[src/rtl/hc165_key_reader.sv]
// Scans a 74HC165 chain into a parallel key vector, debounces it across frames and
// emits one-cycle press/release pulses for every key whose debounced state changes.
module hc165_key_reader #(
  parameter int DATA_WIDTH     = 8,
  parameter int CLK_DIV_PERIOD = 600,
  parameter int DEBOUNCE_SCANS = 4,
  parameter int SCAN_GAP       = 16,
  parameter int ACTIVE_LOW     = 1
) (
  input  logic                  clk,
  input  logic                  rst_n,
  output logic                  pl_n_out,
  output logic                  sclk_out,
  input  logic                  sdio_in,
  output logic [DATA_WIDTH-1:0] key_raw,
  output logic                  frame_done,
  output logic [DATA_WIDTH-1:0] key_state,
  output logic [DATA_WIDTH-1:0] key_press,
  output logic [DATA_WIDTH-1:0] key_release
);

  localparam int DIV_W = $clog2(CLK_DIV_PERIOD);
  localparam int IDX_W = $clog2(DATA_WIDTH);
  localparam logic [DIV_W-1:0] DIV_LAST = DIV_W'(CLK_DIV_PERIOD - 1);
  localparam logic [IDX_W-1:0] IDX_LAST = IDX_W'(DATA_WIDTH - 1);
  localparam logic [7:0]       GAP_LAST = 8'((SCAN_GAP > 0) ? SCAN_GAP - 1 : 0);
  localparam logic [3:0]       DB_MIN   = 4'(DEBOUNCE_SCANS);
  localparam logic [DATA_WIDTH-1:0] POL_MASK =
    (ACTIVE_LOW != 0) ? {DATA_WIDTH{1'b1}} : {DATA_WIDTH{1'b0}};

  typedef enum logic [2:0] {S_IDLE, S_LOAD, S_SHIFT, S_DONE, S_GAP} state_t;

  logic [DIV_W-1:0]      div_q;
  logic                  tick_q;
  state_t                state_q, state_d;
  logic                  load_ph_q, load_ph_d;
  logic                  half_q, half_d;
  logic [IDX_W-1:0]      idx_q, idx_d;
  logic [7:0]            gap_q, gap_d;
  logic [DATA_WIDTH-1:0] shift_q, shift_d;
  logic                  pl_n_q, pl_n_d;
  logic                  sclk_q, sclk_d;
  logic [DATA_WIDTH-1:0] key_raw_q, key_raw_d;
  logic                  frame_done_q, frame_done_d;
  logic [DATA_WIDTH-1:0] prev_q, prev_d;
  logic [3:0]            match_q, match_d;
  logic [3:0]            match_upd;
  logic [DATA_WIDTH-1:0] key_state_q, key_state_d;
  logic [DATA_WIDTH-1:0] key_press_q, key_press_d;
  logic [DATA_WIDTH-1:0] key_release_q, key_release_d;

  // Free-running divider; tick is registered so it lands one clk after the wrap count.
  always_ff @(posedge clk or negedge rst_n) begin
    if (!rst_n) begin
      div_q  <= '0;
      tick_q <= 1'b0;
    end else begin
      div_q  <= (div_q == DIV_LAST) ? '0 : div_q + 1'b1;
      tick_q <= (div_q == DIV_LAST);
    end
  end

  always_ff @(posedge clk or negedge rst_n) begin
    if (!rst_n) begin
      state_q      <= S_IDLE;
      load_ph_q    <= 1'b0;
      half_q       <= 1'b0;
      idx_q        <= '0;
      gap_q        <= '0;
      shift_q      <= '0;
      pl_n_q       <= 1'b1;
      sclk_q       <= 1'b0;
      key_raw_q    <= '0;
      frame_done_q <= 1'b0;
    end else begin
      state_q      <= state_d;
      load_ph_q    <= load_ph_d;
      half_q       <= half_d;
      idx_q        <= idx_d;
      gap_q        <= gap_d;
      shift_q      <= shift_d;
      pl_n_q       <= pl_n_d;
      sclk_q       <= sclk_d;
      key_raw_q    <= key_raw_d;
      frame_done_q <= frame_done_d;
    end
  end

  always_comb begin
    state_d      = state_q;
    load_ph_d    = load_ph_q;
    half_d       = half_q;
    idx_d        = idx_q;
    gap_d        = gap_q;
    shift_d      = shift_q;
    pl_n_d       = pl_n_q;
    sclk_d       = sclk_q;
    key_raw_d    = key_raw_q;
    frame_done_d = 1'b0;
    case (state_q)
      S_IDLE: begin
        load_ph_d = 1'b0;
        state_d   = S_LOAD;
      end
      S_LOAD: if (tick_q) begin
        if (!load_ph_q) begin
          pl_n_d    = 1'b0;
          sclk_d    = 1'b0;
          load_ph_d = 1'b1;
        end else begin
          pl_n_d  = 1'b1;
          idx_d   = '0;
          half_d  = 1'b0;
          state_d = S_SHIFT;
        end
      end
      // Sample QH while sclk is low, then raise sclk to advance the chain.
      S_SHIFT: if (tick_q) begin
        if (!half_q) begin
          sclk_d  = 1'b0;
          shift_d = {shift_q[DATA_WIDTH-2:0], sdio_in};
          half_d  = 1'b1;
        end else begin
          sclk_d = 1'b1;
          half_d = 1'b0;
          if (idx_q == IDX_LAST) state_d = S_DONE;
          else                   idx_d   = idx_q + 1'b1;
        end
      end
      S_DONE: if (tick_q) begin
        sclk_d       = 1'b0;
        key_raw_d    = shift_q ^ POL_MASK;
        frame_done_d = 1'b1;
        gap_d        = '0;
        load_ph_d    = 1'b0;
        state_d      = (SCAN_GAP == 0) ? S_LOAD : S_GAP;
      end
      S_GAP: if (tick_q) begin
        if (gap_q == GAP_LAST) begin
          load_ph_d = 1'b0;
          state_d   = S_LOAD;
        end else begin
          gap_d = gap_q + 8'd1;
        end
      end
      default: state_d = S_IDLE;
    endcase
  end

  // Debounce runs in the frame_done clk; a change becomes visible one clk later.
  always_comb begin
    if (key_raw_q == prev_q) match_upd = (match_q == 4'd15) ? 4'd15 : match_q + 4'd1;
    else                     match_upd = 4'd1;
  end

  always_comb begin
    prev_d        = prev_q;
    match_d       = match_q;
    key_state_d   = key_state_q;
    key_press_d   = '0;
    key_release_d = '0;
    if (frame_done_q) begin
      prev_d  = key_raw_q;
      match_d = match_upd;
      if (match_upd >= DB_MIN && key_raw_q != key_state_q) begin
        key_state_d   = key_raw_q;
        key_press_d   = key_raw_q & ~key_state_q;
        key_release_d = ~key_raw_q & key_state_q;
      end
    end
  end

  always_ff @(posedge clk or negedge rst_n) begin
    if (!rst_n) begin
      prev_q        <= '0;
      match_q       <= '0;
      key_state_q   <= '0;
      key_press_q   <= '0;
      key_release_q <= '0;
    end else begin
      prev_q        <= prev_d;
      match_q       <= match_d;
      key_state_q   <= key_state_d;
      key_press_q   <= key_press_d;
      key_release_q <= key_release_d;
    end
  end

  assign pl_n_out    = pl_n_q;
  assign sclk_out    = sclk_q;
  assign key_raw     = key_raw_q;
  assign frame_done  = frame_done_q;
  assign key_state   = key_state_q;
  assign key_press   = key_press_q;
  assign key_release = key_release_q;

endmodule

[config.mk]
export PLATFORM = sky130hd
export DESIGN_NAME = hc165_key_reader
export DESIGN_NICKNAME = d
export VERILOG_FILES = /design/src/rtl/hc165_key_reader.sv
export SDC_FILE = /design/constraint.sdc
export NUM_CORES = 1
export LEC_CHECK = 0
export CAP_MARGIN = 15
export CELL_PAD_IN_SITES_DETAIL_PLACEMENT = 1
export CELL_PAD_IN_SITES_GLOBAL_PLACEMENT = 1
export CORE_MARGIN = 10
export CORE_UTILIZATION = 41
export CTS_CLUSTER_SIZE = 10
export DETAILED_ROUTE_END_ITERATION = 12
export PLACE_DENSITY = 0.79
export SLEW_MARGIN = 10
export SYNTH_ARGS = -nofsm -noshare
export SYNTH_HDL_FRONTEND = slang
export SYNTH_SLANG_ARGS = --single-unit
[constraint.sdc]
create_clock -name clk -period 1.7 [get_ports clk]
set_input_delay 0.255 -clock clk [delete_from_list [all_inputs] [get_ports clk]]
set_output_delay 0.255 -clock clk [all_outputs]
set_load 0.05 [all_outputs]
After elaboration in Yosys (flattened, before gate mapping)
Cells that the tools add are included.

word-level totals
  input port bits = 3
  memory bits (read-only) = 0
  memories kept = 0
  output and inout bits = 35
  bits in latches = 0
  flip-flop bits (word level) = 82
  RAM bits = 0
  logic and storage cells = 109

cells by class
  eq/ne operators = 21
  add/subtract/negate cells = 4
  multipliers = 0
  multiplexer cells = 44
  bitwise logic cells = 6
  divide/modulo/power cells = 0
  reductions and logical operators = 16
  order comparisons = 1
  shifts and indexed selects = 0

operators by type and width
  cell                   number
  $mux 8                 7
  $mux 3                 13
  $not 8->8              3
  $ne 2x2->1 const B     11
  $and 8x8->8            2
  $pmux 8 s2             1
  $mux 1                 15
  $pmux 3 s5             1
  $add 10x1->10 const B  1
  $eq 10x10->1 const B   1
  $mux 10                1
  $reduce_and 5->1       2
  $add 8x1->8 const B    1
  $eq 8x4->1 const B     1
  $eq 8x8->1             1
  $mux 4                 2
  $ne 8x8->1             1
  $reduce_and 4->1       2
  $reduce_and 8->1       1
  $eq 3x2->1 const B     2
  $eq 3x3->1 const B     2
  $pmux 3 s2             1
  $reduce_and 2->1       3
  $reduce_and 6->1       1
  15 further kinds       16

Longest topological paths before layout
Gate-level depths: netlist of run 1.

  depth in word-level cells = 7
  depth in mapped cells = 8
  mapped depth without buffers = 6

Worst setup path before layout of run 1
No wires, ideal clock.

  path type = register -> register
  start point = reg key_raw_q[4] (netlist: key_raw[4])
  end point = reg key_press_q[0] (netlist: key_press[0])
  path slack = -285 ps
  data arrival time = 1866 ps
  library setup time = 119 ps
  period minus slack after synthesis = 1985 ps
  buffers on the path = 2
  cell stages (with the launch flop) = 8
  required time = 1581 ps
  path through = dfrtp_1 inv_1 ha_1 nand4_1 o2111a_1 buf_4 buf_4 and2_1

on the way
  word-level cells in the longest chain between the ends = 6
  elaborated cells on any way between the ends = 7
  classes of those cells = order compare: 1; eq/ne: 2; mux: 3; reduce/logical: 1

RTL lines
  what                    line  RTL
  from (decl)             43    logic [DATA_WIDTH-1:0] key_raw_q, key_raw_d;
  from (signal assigned)  84    key_raw_q <= key_raw_d;
  $eq 8x8->1              152   if (key_raw_q == prev_q) match_upd = (match_q == 4'd15) ? 4'd15 : match_q + 4'd1;
  $mux 4                  152
  $ge 4x3->1              165   if (match_upd >= DB_MIN && key_raw_q != key_state_q) begin
  $logic_and 1x1->1 *     165
  $mux 8 *                165
  $mux 8 *                162   if (frame_done_q) begin
  net key_press_d[0]      49    logic [DATA_WIDTH-1:0] key_press_q, key_press_d;
  to (signal assigned)    184   key_press_q <= key_press_d;
  to (decl)               49

Mark *: on every way through the listed nets, which the timed path passes. The rest lies on a longest branch.
A chain may end at the register's enable or synchronous reset.

Worst setup path after layout of run 1
  start point = reg gap_q[5]
  end point = reg gap_q[4]

on the way
  word-level cells in the longest chain between the ends = 3

RTL lines
  what                               line  RTL
  from (decl)                        39    logic [7:0] gap_q, gap_d;
  from (signal assigned)             80    gap_q <= gap_d;
  $eq 8x4->1                         139   if (gap_q == GAP_LAST) begin
  $ne 2x2->1 (no source line)        n/a
  $reduce_and 4->1 (no source line)  n/a

No other way between the ends.

==> results.md, run 1 <==
- Antenna Cells: 0
- P_leak: around 2.3 nW
- Max Cap Violations: 0
- H-tree lvl count: 3
- Async S/R FF share, synth: 1.00
- Final Non-Filler Cells: roughly 530
- Hold WS: 315 ps
- Rows: 35
- Clk sink count: about 80
- Clock buffer depth: 2
- Fraction of layout cells with a size suffix above 1: 0.394
- Logic pwr share: 0.016
- Met3 Track Usage GR: 0.0324
- Clock skew: between 10 and 15 ps
- Initial antenna violation count: 0
- Syn Inst Count: around 330
- Vias/cell: about 5
- Syn Std Cell Area: 3800 um^2
- Num CTS Buffers: 9
- Worst-path clk slew: around 100 ps
- I/O Pins: 38
- Die X: between 100 and 150 um
- Pint: around 2.5 mW
- Synth area leaders: dfrtp_1, ha_1, mux2_2
- Kind of end point of the critical path: flop
- Reg2reg end: gap_q[4]
- Ys Warns: 0
- GR met2 Demand/Resource: 0.223
- Worst-skew pair later-pin latency: about 360 ps
- Post-Synthesis Net Count: between 300 and 400
- Final setup fails: 5
- Routability cong.: 0.798
- Post-Place Cells: between 400 and 500
- Post-DRT Antenna Nets: 0
- First-pass GRT wire length: ~14 mm
- Remaining DRCs: 0
- Most frequent cells in the layout: buf_4, dfrtp_1, nand2_1, o21ai_0
- Total track usage: 0.129
- Dpl hpwl: between 5 and 6 mm
- Critical path class: flop to flop
- Worst r2r path cells: 6
- Register area share after synthesis: 0.541
- Multi-input logic area: between 1500 and 2000 um^2
- Net switching power: between 0.8 and 0.9 mW
- PwrDens: 677 nW/um^2
- Register area: just over 2000 um^2
- Die ar.: between 10000 and 15000 um^2
- Fillers: 978
- Slew @ Worst Pin: 424 ps
- DRT Pass-1 Iters: 6
- CORE AREA: approximately 9000 um^2
- Vias in the first global route: roughly 2800
- Final Critical Period: roughly 1800 ps
- Post-synth EDFFs: 0
- Gr ovfl total: 0
- Initial Util: 0.417
- Reg2reg start: gap_q[5]
- Mapped Avg Cell Area: ~11 um^2
- DR vias: 2724
- Met1 usage: 0.152
- Clk pwr share: 0.400
- Outcome: finished with violations
- Drt wl/cell: 16.4 um
- #FFs+latches synth: 82
- Final Hold Fails: 0
- Die Height: roughly 120 um
- CTS tree: built
- Clock root cell: clkbuf_8
- R2R setup slack: -60 ps
- Routed WL: 8.72 mm
- P&R area growth vs syn: 29.9%
- CP arrival: roughly 2000 ps
- Main flop type after synthesis: dfrtp_1
- Commonest non-fill, non-tap cell in the layout: buf_4
- 1st-iter DRT viols: 81
- Largest net degree at the start of global routing: between 40 and 50
- Rel. slew slack: 0.713
- Worst EP required: between 1500 and 2000 ps
- Post-synth top area share: 0.534
- Min setup slack post-route: -57.1 ps
- RSZ-0062 raised after global routing: true
- CP Launch Type: flop
- Largest area contributor in the netlist: dfrtp_1
- Highest clock rate: ~0.57 GHz
- Sw Share: 0.247
- CP max FO: 5
- Cell variety after synth: between 50 and 60
- Global route hottest layer: met2
- Final worst path period share: 1.03
- Maximum VDD drop: around 0.00034 V
- Sequential share of power: 0.584
- Slew Limit Fails: 0
- Failing checks: negative setup slack
- Hold Crit Class: primary input to async pin
- Port Buffers: 37
- Final net count: between 400 and 500
[through the flow]
step                total power, mW  cell area, um^2  setup TNS, ps  setup WS, ps  utilization
finish                         3.34             4930           -171         -57.1        0.542
global placement               2.04             4430              0          7.56        0.487
floorplan                      1.99             3860           -523         -32.1            -
CTS                            3.38             4720           -212         -40.7        0.518
global route                   3.48             4930          -1740          -114        0.542
detailed placement             2.05             4430           -160         -50.5        0.487
[power groups by stage]
stage / registers, mW / logic [mW] / clock network, mW
after floorplan: 1.99 / 0.00107 / 0
after global placement: 1.99 / 0.0547 / 0
after detailed placement: 1.99 / 0.0561 / 0
after CTS: 1.95 / 0.0579 / 1.37
after global routing: 1.95 / 0.0637 / 1.47
final: 1.95 / 0.0538 / 1.34
[Yosys cell counts, types with 2 or more instances]
master and instances:
a21o_1 2, a21oi_1 11, and2_1 16, buf_4 3
clkbuf_1 5, dfrtp_1 81, ha_1 21, inv_1 25
mux2_2 18, mux2i_1 9, nand2_1 23, nand2b_1 2
nand3_1 13, nand3b_1 2, nand4_1 6, nor2_1 19
nor2b_1 3, nor3_1 4, nor3b_1 2, o21ai_0 19
xnor2_1 15, xor2_1 4
[metal layers]
layer  up-vias  share of wire
met5         -              0
met4         0          0.010
met3         8          0.033
met2        29           0.52
met1      1389           0.43
li1       1298              -
[state kept, by name, summed over array words and instances, names as in the netlist]
| register | count |
|---|---|
| div_q | 10 |
| gap_q | 8 |
| key_press | 8 |
| key_raw | 8 |
| key_release | 8 |
| key_state | 8 |
| prev_q | 8 |
| shift_q | 8 |
| match_q | 4 |
| idx_q | 3 |
| state_q | 3 |
| frame_done | 1 |
| half_q | 1 |
| load_ph_q | 1 |
| pl_n_out | 1 |
| sclk_out | 1 |
| tick_q | 1 |
[how the worst max path moves through the flow]
stage / slack [ps] / cells past startpoint / end / from
2_1_floorplan: -30 / 7 / key_press[4] / key_raw[3]
3_3_place_gp: 8 / 5 / load_ph_q / gap_q[5]
3_5_place_dp: -50 / 5 / gap_q[4] / gap_q[5]
4_1_cts: -40 / 5 / load_ph_q / gap_q[4]
5_1_grt: -110 / 5 / load_ph_q / gap_q[5]
6_report: -60 / 6 / gap_q[4] / gap_q[5]
[kinds of logic (layout without fill, tap and decap cells)]
| group | count (synthesis) | after routing | share of synthesized area |
|---|---|---|---|
| muxes | 27 | 27 | 0.0771 |
| buffers and inverters | 36 | 123 | 0.0418 |
| AOI/OAI and AO/OA | 47 | 47 | 0.0810 |
| xor gates and xnor gates | 19 | 19 | 0.0438 |
| and+or+nand+nor | 102 | 102 | 0.147 |
| adders and majority gates | 21 | 21 | 0.0692 |
| DFF | 82 | 82 | 0.541 |
[final cells by class]
cell class / count / share of cell area
inverter: 25 / 0.0190
tap: 111 / 0.0282
clock inverter: 7 / 0.0117
timing repair buffer: 82 / 0.146
clock buffer: 9 / 0.0251
sequential: 82 / 0.420
multi-input combinational: 216 / 0.349
[critical path, cell delays in order (launching register included)]
cell and delay [ps]:
dfrtp_1 390, or4_4 580, o211ai_4 200, buf_6 160
a21oi_4 50, xnor2_1 190, nor2_1 70
[timing repair]
action / in CTS / in global routing
hold buffers: 1 / 0
endpoints found under the hold margin: 17 / 0
pin swaps: 7 / 18
buffers inserted: 7 / 11
cloned: 0 / 2
resized for setup: 9 / 13
setup endpoints to repair: 9 / 26
No activity file was read; power rests on OpenSTA's default activity.
==> run 2, diff against run 1 <==
- CORE_UTILIZATION: 41 -> 43
- CTS_BUF_LIST: not set -> sky130_fd_sc_hd__clkbuf_8
- CTS_CLUSTER_DIAMETER: not set -> 50
- PLACE_DENSITY: 0.79 -> 0.82
==> run 2 against run 1 <==
Core utilization grew 1.7 points; largest power group unchanged; the flow still finishes with violations (negative setup slack); first-iteration DRC count fell by 6.2%; fmax is 1.9% lower; sequential power is essentially flat; worst setup slack got worse by 33 ps; sequential share of layout area increased by 0.75 points; die area down 3.9%.
==> results.md, run 2 (synthesized netlist as in run 1, its figures left out) <==
- Largest net degree at the start of global routing: 34 (was 43)
- Vias in the first global route: 2965 (was 2849)
- Hold WS: 354 ps (was 315 ps)
- Reg2reg end: key_state[5] (was gap_q[4])
- DR vias: 2690 (was 2724)
- Multi-input logic area: 1710 um^2 (was 1720 um^2)
- Port Buffers: 37 (unchanged)
- Initial antenna violation count: 0 (unchanged)
- Clk sink count: 82 (unchanged)
- Rel. slew slack: 0.735 (was 0.713)
- Global route hottest layer: met2 (unchanged)
- Fin util: 0.559 (was 0.542)
- First-pass GRT wire length: 14.6 mm (was 13.9 mm)
- CP max FO: 12 (was 5)
- Slew @ Worst Pin: 393 ps (was 424 ps)
- Die X: 114 um (was 116 um)
- Reg2reg start: key_raw[0] (was gap_q[5])
- GR met2 Demand/Resource: 0.233 (was 0.223)
- Num CTS Buffers: 9 (unchanged)
- Met3 Track Usage GR: 0.0378 (was 0.0324)
- Rows: 34 (was 35)
- Commonest non-fill, non-tap cell in the layout: buf_4 (unchanged)
- H-tree lvl count: 3 (unchanged)
- Failing checks: negative setup slack (unchanged)
- Remaining DRCs: 0 (unchanged)
- Max reg flops: 10 (unchanged)
- Final Hold Fails: 0 (unchanged)
- Clock root cell: clkbuf_8 (unchanged)
- Area post-placement: 4410 um^2 (was 4430 um^2)
- Fillers: 916 (was 978)
- P&R area growth vs syn: 27.7% (was 29.9%)
- Final worst path period share: 1.05 (was 1.03)
- P_leak: 2.22 nW (was 2.26 nW)
- Register area: 2080 um^2 (was 2070 um^2)
- Largest register by flop count: div_q (unchanged)
- Total power: 3.41 mW (was 3.34 mW)
- Worst-skew pair later-pin latency: 350 ps (was 360 ps)
- Routability cong.: 0.802 (was 0.798)
- Drt wl/cell: 17.6 um (was 16.4 um)
- Dpl hpwl: 5.86 mm (was 5.89 mm)
- Final Non-Filler Cells: 521 (was 532)
- Min setup slack post-route: -90.2 ps (was -57.1 ps)
- Critical path class: flop to flop (unchanged)
- Final net count: 432 (was 440)
- Die ar.: 13000 um^2 (was 13500 um^2)
- Kind of end point of the critical path: flop (unchanged)
- Final Critical Period: 1790 ps (was 1760 ps)
- CTS tree: built (unchanged)
- Most frequent cells in the layout: buf_4, dfrtp_1, nand2_1, o21ai_0 (unchanged)
- Post-Route Setup TNS: -634 ps (was -171 ps)
- R2R setup slack: -90 ps (was -60 ps)
- Met1 usage: 0.163 (was 0.152)
- Fraction of layout cells with a size suffix above 1: 0.385 (was 0.394)
- Outcome: finished with violations (unchanged)
- Total track usage: 0.136 (was 0.129)
- Fin area: 4850 um^2 (was 4930 um^2)
- PwrDens: 704 nW/um^2 (was 677 nW/um^2)
- Post-Place Cells: 490 (was 495)
- Worst EP required: 1970 ps (was 1930 ps)
- CP Launch Type: flop (unchanged)
- CORE AREA: 8680 um^2 (was 9110 um^2)
- Hold Crit Class: primary input to async pin (unchanged)
- Gr ovfl total: 0 (unchanged)
- Initial Util: 0.438 (was 0.417)
- CP arrival: 2060 ps (was 1990 ps)
- Highest clock rate: 0.559 GHz (was 0.569 GHz)
- Worst-path clk slew: 90 ps (was 100 ps)
- Clock buffer depth: 2 (unchanged)
- Routed WL: 9.19 mm (was 8.72 mm)
- Maximum VDD drop: 0.000414 V (was 0.000337 V)
- 1st-iter DRT viols: 76 (was 81)
- Antenna Cells: 0 (unchanged)
- Pre-CTS WS: -17.4 ps (was -50.5 ps)
- RSZ-0062 raised after global routing: true (unchanged)
- Die Height: 114 um (was 116 um)
- I/O Pins: 38 (unchanged)
- Slew Limit Fails: 0 (unchanged)
- Clock skew: 15.2 ps (was 14.7 ps)
- Worst r2r path cells: 6 (unchanged)
- Vias/cell: 5.16 (was 5.12)
- Final setup fails: 17 (was 5)
- DRT Pass-1 Iters: 4 (was 6)
- Post-DRT Antenna Nets: 0 (unchanged)
- Max Cap Violations: 0 (unchanged)
-- run 2: cell types whose count changed in the layout (fill, tap and decap cells not counted), sizes merged --
cell      change
clkbuf        -1
inv           -2
buf           -7
bufinv        +1
clkinvlp      +1
-- run 2: per-layer routing --
metal / vias up / wire, um
met1: 1353 / 3980
li1: 1280 / -
met2: 48 / 4780
met5: - / 0
met4: 0 / 80
met3: 9 / 351
-- run 2: critical path, cell delays in order (launching register included) --
cell and delay, ps:
dfrtp_2 470, xnor2_1 230, nand4_1 160, nor2_2 180, o2111a_2 290, buf_12 150
mux2i_1 210
-- run 2: area by class of cell --
| type | count | share of cell area |
|---|---|---|
| clock inverters | 7 | 0.0144 |
| flip-flops and latches | 82 | 0.428 |
| clock buffers | 9 | 0.0255 |
| multi-input cells | 216 | 0.352 |
| well taps | 108 | 0.0279 |
| inverters | 25 | 0.0193 |
| repair buffers | 74 | 0.133 |
-- run 2: power by group --
| part | switching (mW) | internal [mW] |
|---|---|---|
| Clock | 0.735 | 0.676 |
| Combinational | 0.0397 | 0.0136 |
| Sequential | 0.000734 | 1.95 |
| Total | 0.775 | 2.64 |
-- run 2: worst max path at each step --
stage / endpoint / depth (start not counted) / slack, ps / from
finish: key_state[5] / 6 / -90 / key_raw[0]
detailed placement: key_state[5] / 6 / -20 / key_raw[6]
floorplan: key_press[4] / 7 / -30 / key_raw[3]
global placement: load_ph_q / 5 / 10 / gap_q[5]
CTS: gap_q[7] / 6 / -20 / gap_q[5]
global route: key_state[5] / 6 / -140 / key_raw[7]
-- run 2: repair_timing --
| item | in CTS | in global routing |
|---|---|---|
| pin swaps | 1 | 13 |
| hold buffers | 1 | 0 |
| endpoints found under the setup margin | 12 | 37 |
| resized for setup | 10 | 10 |
| hold endpoints to repair | 23 | 0 |
| setup buffers | 3 | 10 |
| gates cloned | 0 | 1 |
==> run 3, diff against run 2 <==
- CORE_MARGIN: 10 -> not set
==> run 3 against run 2 <==
The run still ends with negative setup slack left; highest routed layer unchanged; first-iteration DRC count down 11%; count of clock-buffer cells in the layout unchanged; sequential power about the same; clock power up 6%; wire length about the same; non-clock buffer count down 3; critical endpoint is now key_state[7]; combinational power up 4.9%.
==> results.md, run 3 (synthesized netlist as in run 1, its figures left out) <==
- Outcome: finished with violations (unchanged)
- Failing checks: negative setup slack (unchanged)
- Rows: 33 (was 34)
- H-tree lvl count: 3 (unchanged)
- Max Cap Violations: 0 (unchanged)
- P_leak: 2.23 nW (was 2.22 nW)
- Antenna Cells: 0 (unchanged)
- Register area: 2070 um^2 (was 2080 um^2)
- CP max FO: 6 (was 12)
- Sequential share of power: 0.557 (was 0.571)
- Slew @ Worst Pin: 488 ps (was 393 ps)
- Pint: 2.67 mW (was 2.64 mW)
- CP Launch Type: flop (unchanged)
- Final Hold Fails: 0 (unchanged)
- RSZ-0062 raised after global routing: true (unchanged)
- Vias/cell: 5.31 (was 5.16)
- Die Height: 96.0 um (was 114 um)
- CTS tree: built (unchanged)
- P&R area growth vs syn: 27.9% (was 27.7%)
- Fillers: 874 (was 916)
- CORE AREA: 8380 um^2 (was 8680 um^2)
- Dpl hpwl: 5.73 mm (was 5.86 mm)
- Net switching power: 0.836 mW (was 0.775 mW)
- Routed WL: 9.19 mm (about the same)
- First-pass GRT wire length: 13.6 mm (was 14.6 mm)
- Initial antenna violation count: 0 (unchanged)
- Routability cong.: 0.750 (was 0.802)
- Cell family with most CP delay: flip-flops (unchanged)
- Multi-input logic area: 1720 um^2 (was 1710 um^2)
- Maximum VDD drop: 0.000316 V (was 0.000414 V)
- Kind of end point of the critical path: flop (unchanged)
- Die X: 96.0 um (was 114 um)
- Clk sink count: 82 (unchanged)
- Num CTS Buffers: 9 (unchanged)
- Total power: 3.50 mW (was 3.41 mW)
- Post-Place Cells: 487 (was 490)
- Fraction of layout cells with a size suffix above 1: 0.359 (was 0.385)
- DRT Pass-1 Iters: 4 (unchanged)
- CP max stage delay: 490 ps (was 470 ps)
- Initial Util: 0.453 (was 0.438)
- Final Critical Period: 1790 ps (about the same)
- Max reg flops: 10 (unchanged)
- PwrDens: 721 nW/um^2 (was 704 nW/um^2)
- 1st-iter DRT viols: 68 (was 76)
- Sw Share: 0.239 (was 0.227)
- Clock root cell: clkbuf_8 (unchanged)
- Hold Crit Class: primary input to async pin (unchanged)
- Highest clock rate: 0.558 GHz (was 0.559 GHz)
- Clock skew: 15.8 ps (was 15.2 ps)
- Total track usage: 0.193 (was 0.136)
- Logic pwr share: 0.016 (about the same)
- Drt wl/cell: 17.8 um (was 17.6 um)
- Rel. slew slack: 0.676 (was 0.735)
- DR vias: 2734 (was 2690)
- Clk pwr share: 0.427 (was 0.413)
- Pre-CTS WS: -36.0 ps (was -17.4 ps)
- Worst EP required: 1980 ps (was 1970 ps)
- Vias in the first global route: 2833 (was 2965)
- Port Buffers: 37 (unchanged)
- Final net count: 429 (was 432)
- I/O Pins: 38 (unchanged)
- Remaining DRCs: 0 (unchanged)
- Buf/Inv on CP: 1 (unchanged)
- Final setup fails: 17 (unchanged)
- Clock buffer depth: 2 (unchanged)
- Worst-path clk slew: 90 ps (about the same)
- Slowest-stage cell, CP: dfrtp_2 (unchanged)
- Fin area: 4860 um^2 (was 4850 um^2)
- Gr ovfl total: 0 (unchanged)
- Final worst path period share: 1.05 (about the same)
- Final Non-Filler Cells: 515 (was 521)
- Die ar.: 9210 um^2 (was 13000 um^2)
- Critical Path, Cell by Cell: xnor2_2, nand4_1, nor2_2, o2111a_2, clkbuf_16, mux2i_1 (was xnor2_1, nand4_1, nor2_2, o2111a_2, buf_12, mux2i_1)
- Most frequent cells in the layout: dfrtp_1, buf_4, nand2_1, o21ai_0 (was buf_4, dfrtp_1, nand2_1, o21ai_0)
- Slew Limit Fails: 0 (unchanged)
- Min setup slack post-route: -92.5 ps (was -90.2 ps)
- Fin util: 0.580 (was 0.559)
- Worst-skew pair later-pin latency: 360 ps (was 350 ps)
- Critical path class: flop to flop (unchanged)
- Commonest non-fill, non-tap cell in the layout: dfrtp_1 (was buf_4)
- Area post-placement: 4430 um^2 (was 4410 um^2)
- Largest net degree at the start of global routing: 36 (was 34)
- Largest register by flop count: div_q (unchanged)
- Post-DRT Antenna Nets: 0 (unchanged)
- CP arrival: 2070 ps (was 2060 ps)
run 3: final timing paths:
path,startpoint,endpoint,slack [ps],cells after the start
setup / recovery,key_raw[7],key_state[7],-90,6
hold / removal,rst_n,key_release[2],380,2
setup reg to reg,key_raw[7],key_state[7],-90,6
hold reg to reg,shift_q[7],key_raw[7],460,1
max in group asynchronous,rst_n,gap_q[3],750,3
min in group clk,shift_q[7],key_raw[7],460,1
run 3: cell type report:
class                      count  area share
clock buffer                   9      0.0255
clock inverter                 7      0.0167
inverter                      25      0.0193
multi-input combinational    216       0.355
sequential                    82       0.427
tap                          105      0.0270
timing repair buffer          71       0.130
run 3: power groups by stage:
stage / combinational [mW] / sequential (mW) / clock, mW
floorplan: 0.00107 / 1.99 / 0
global placement: 0.0552 / 1.99 / 0
detailed placement: 0.0583 / 1.99 / 0
CTS: 0.0596 / 1.95 / 1.53
global route: 0.0648 / 1.95 / 1.60
finish: 0.0558 / 1.95 / 1.50
run 3: timing repair:
action,4_1_cts,5_1_grt
setup endpoints to repair,14,36
resized for setup,10,13
hold buffers,1,0
pin swaps,5,5
gates cloned,0,2
hold endpoints to repair,31,0
buffers inserted,0,9
run 3: metal layers:
metal  global-route usage  part of all wire  vias to the layer above
li1                     -                 -                     1277
met2                0.337              0.52                       54
met1                0.239              0.44                     1390
met4               0.0634             0.013                        0
met5                    0                 0                        -
met3               0.0387             0.029                       13
run 3: worst register-to-register path: cells and delay by family (launching register included):
family                    cells  cell delay, ps
AOI/OAI and AO/OA             1             330
xor gates and xnor gates      1             220
buffers and inverters         1             190
DFF                           1             490
muxes                         1             190
and+or+nand+nor               2             290
run 3: metrics by stage:
| step | hold WS, ps | TNS, ps |
|---|---|---|
| global placement | 234 | 0 |
| CTS | 397 | -178 |
| global route | 441 | -2660 |
| finish | 379 | -611 |
| floorplan | -40.6 | -523 |
| detailed placement | 245 | -70.4 |
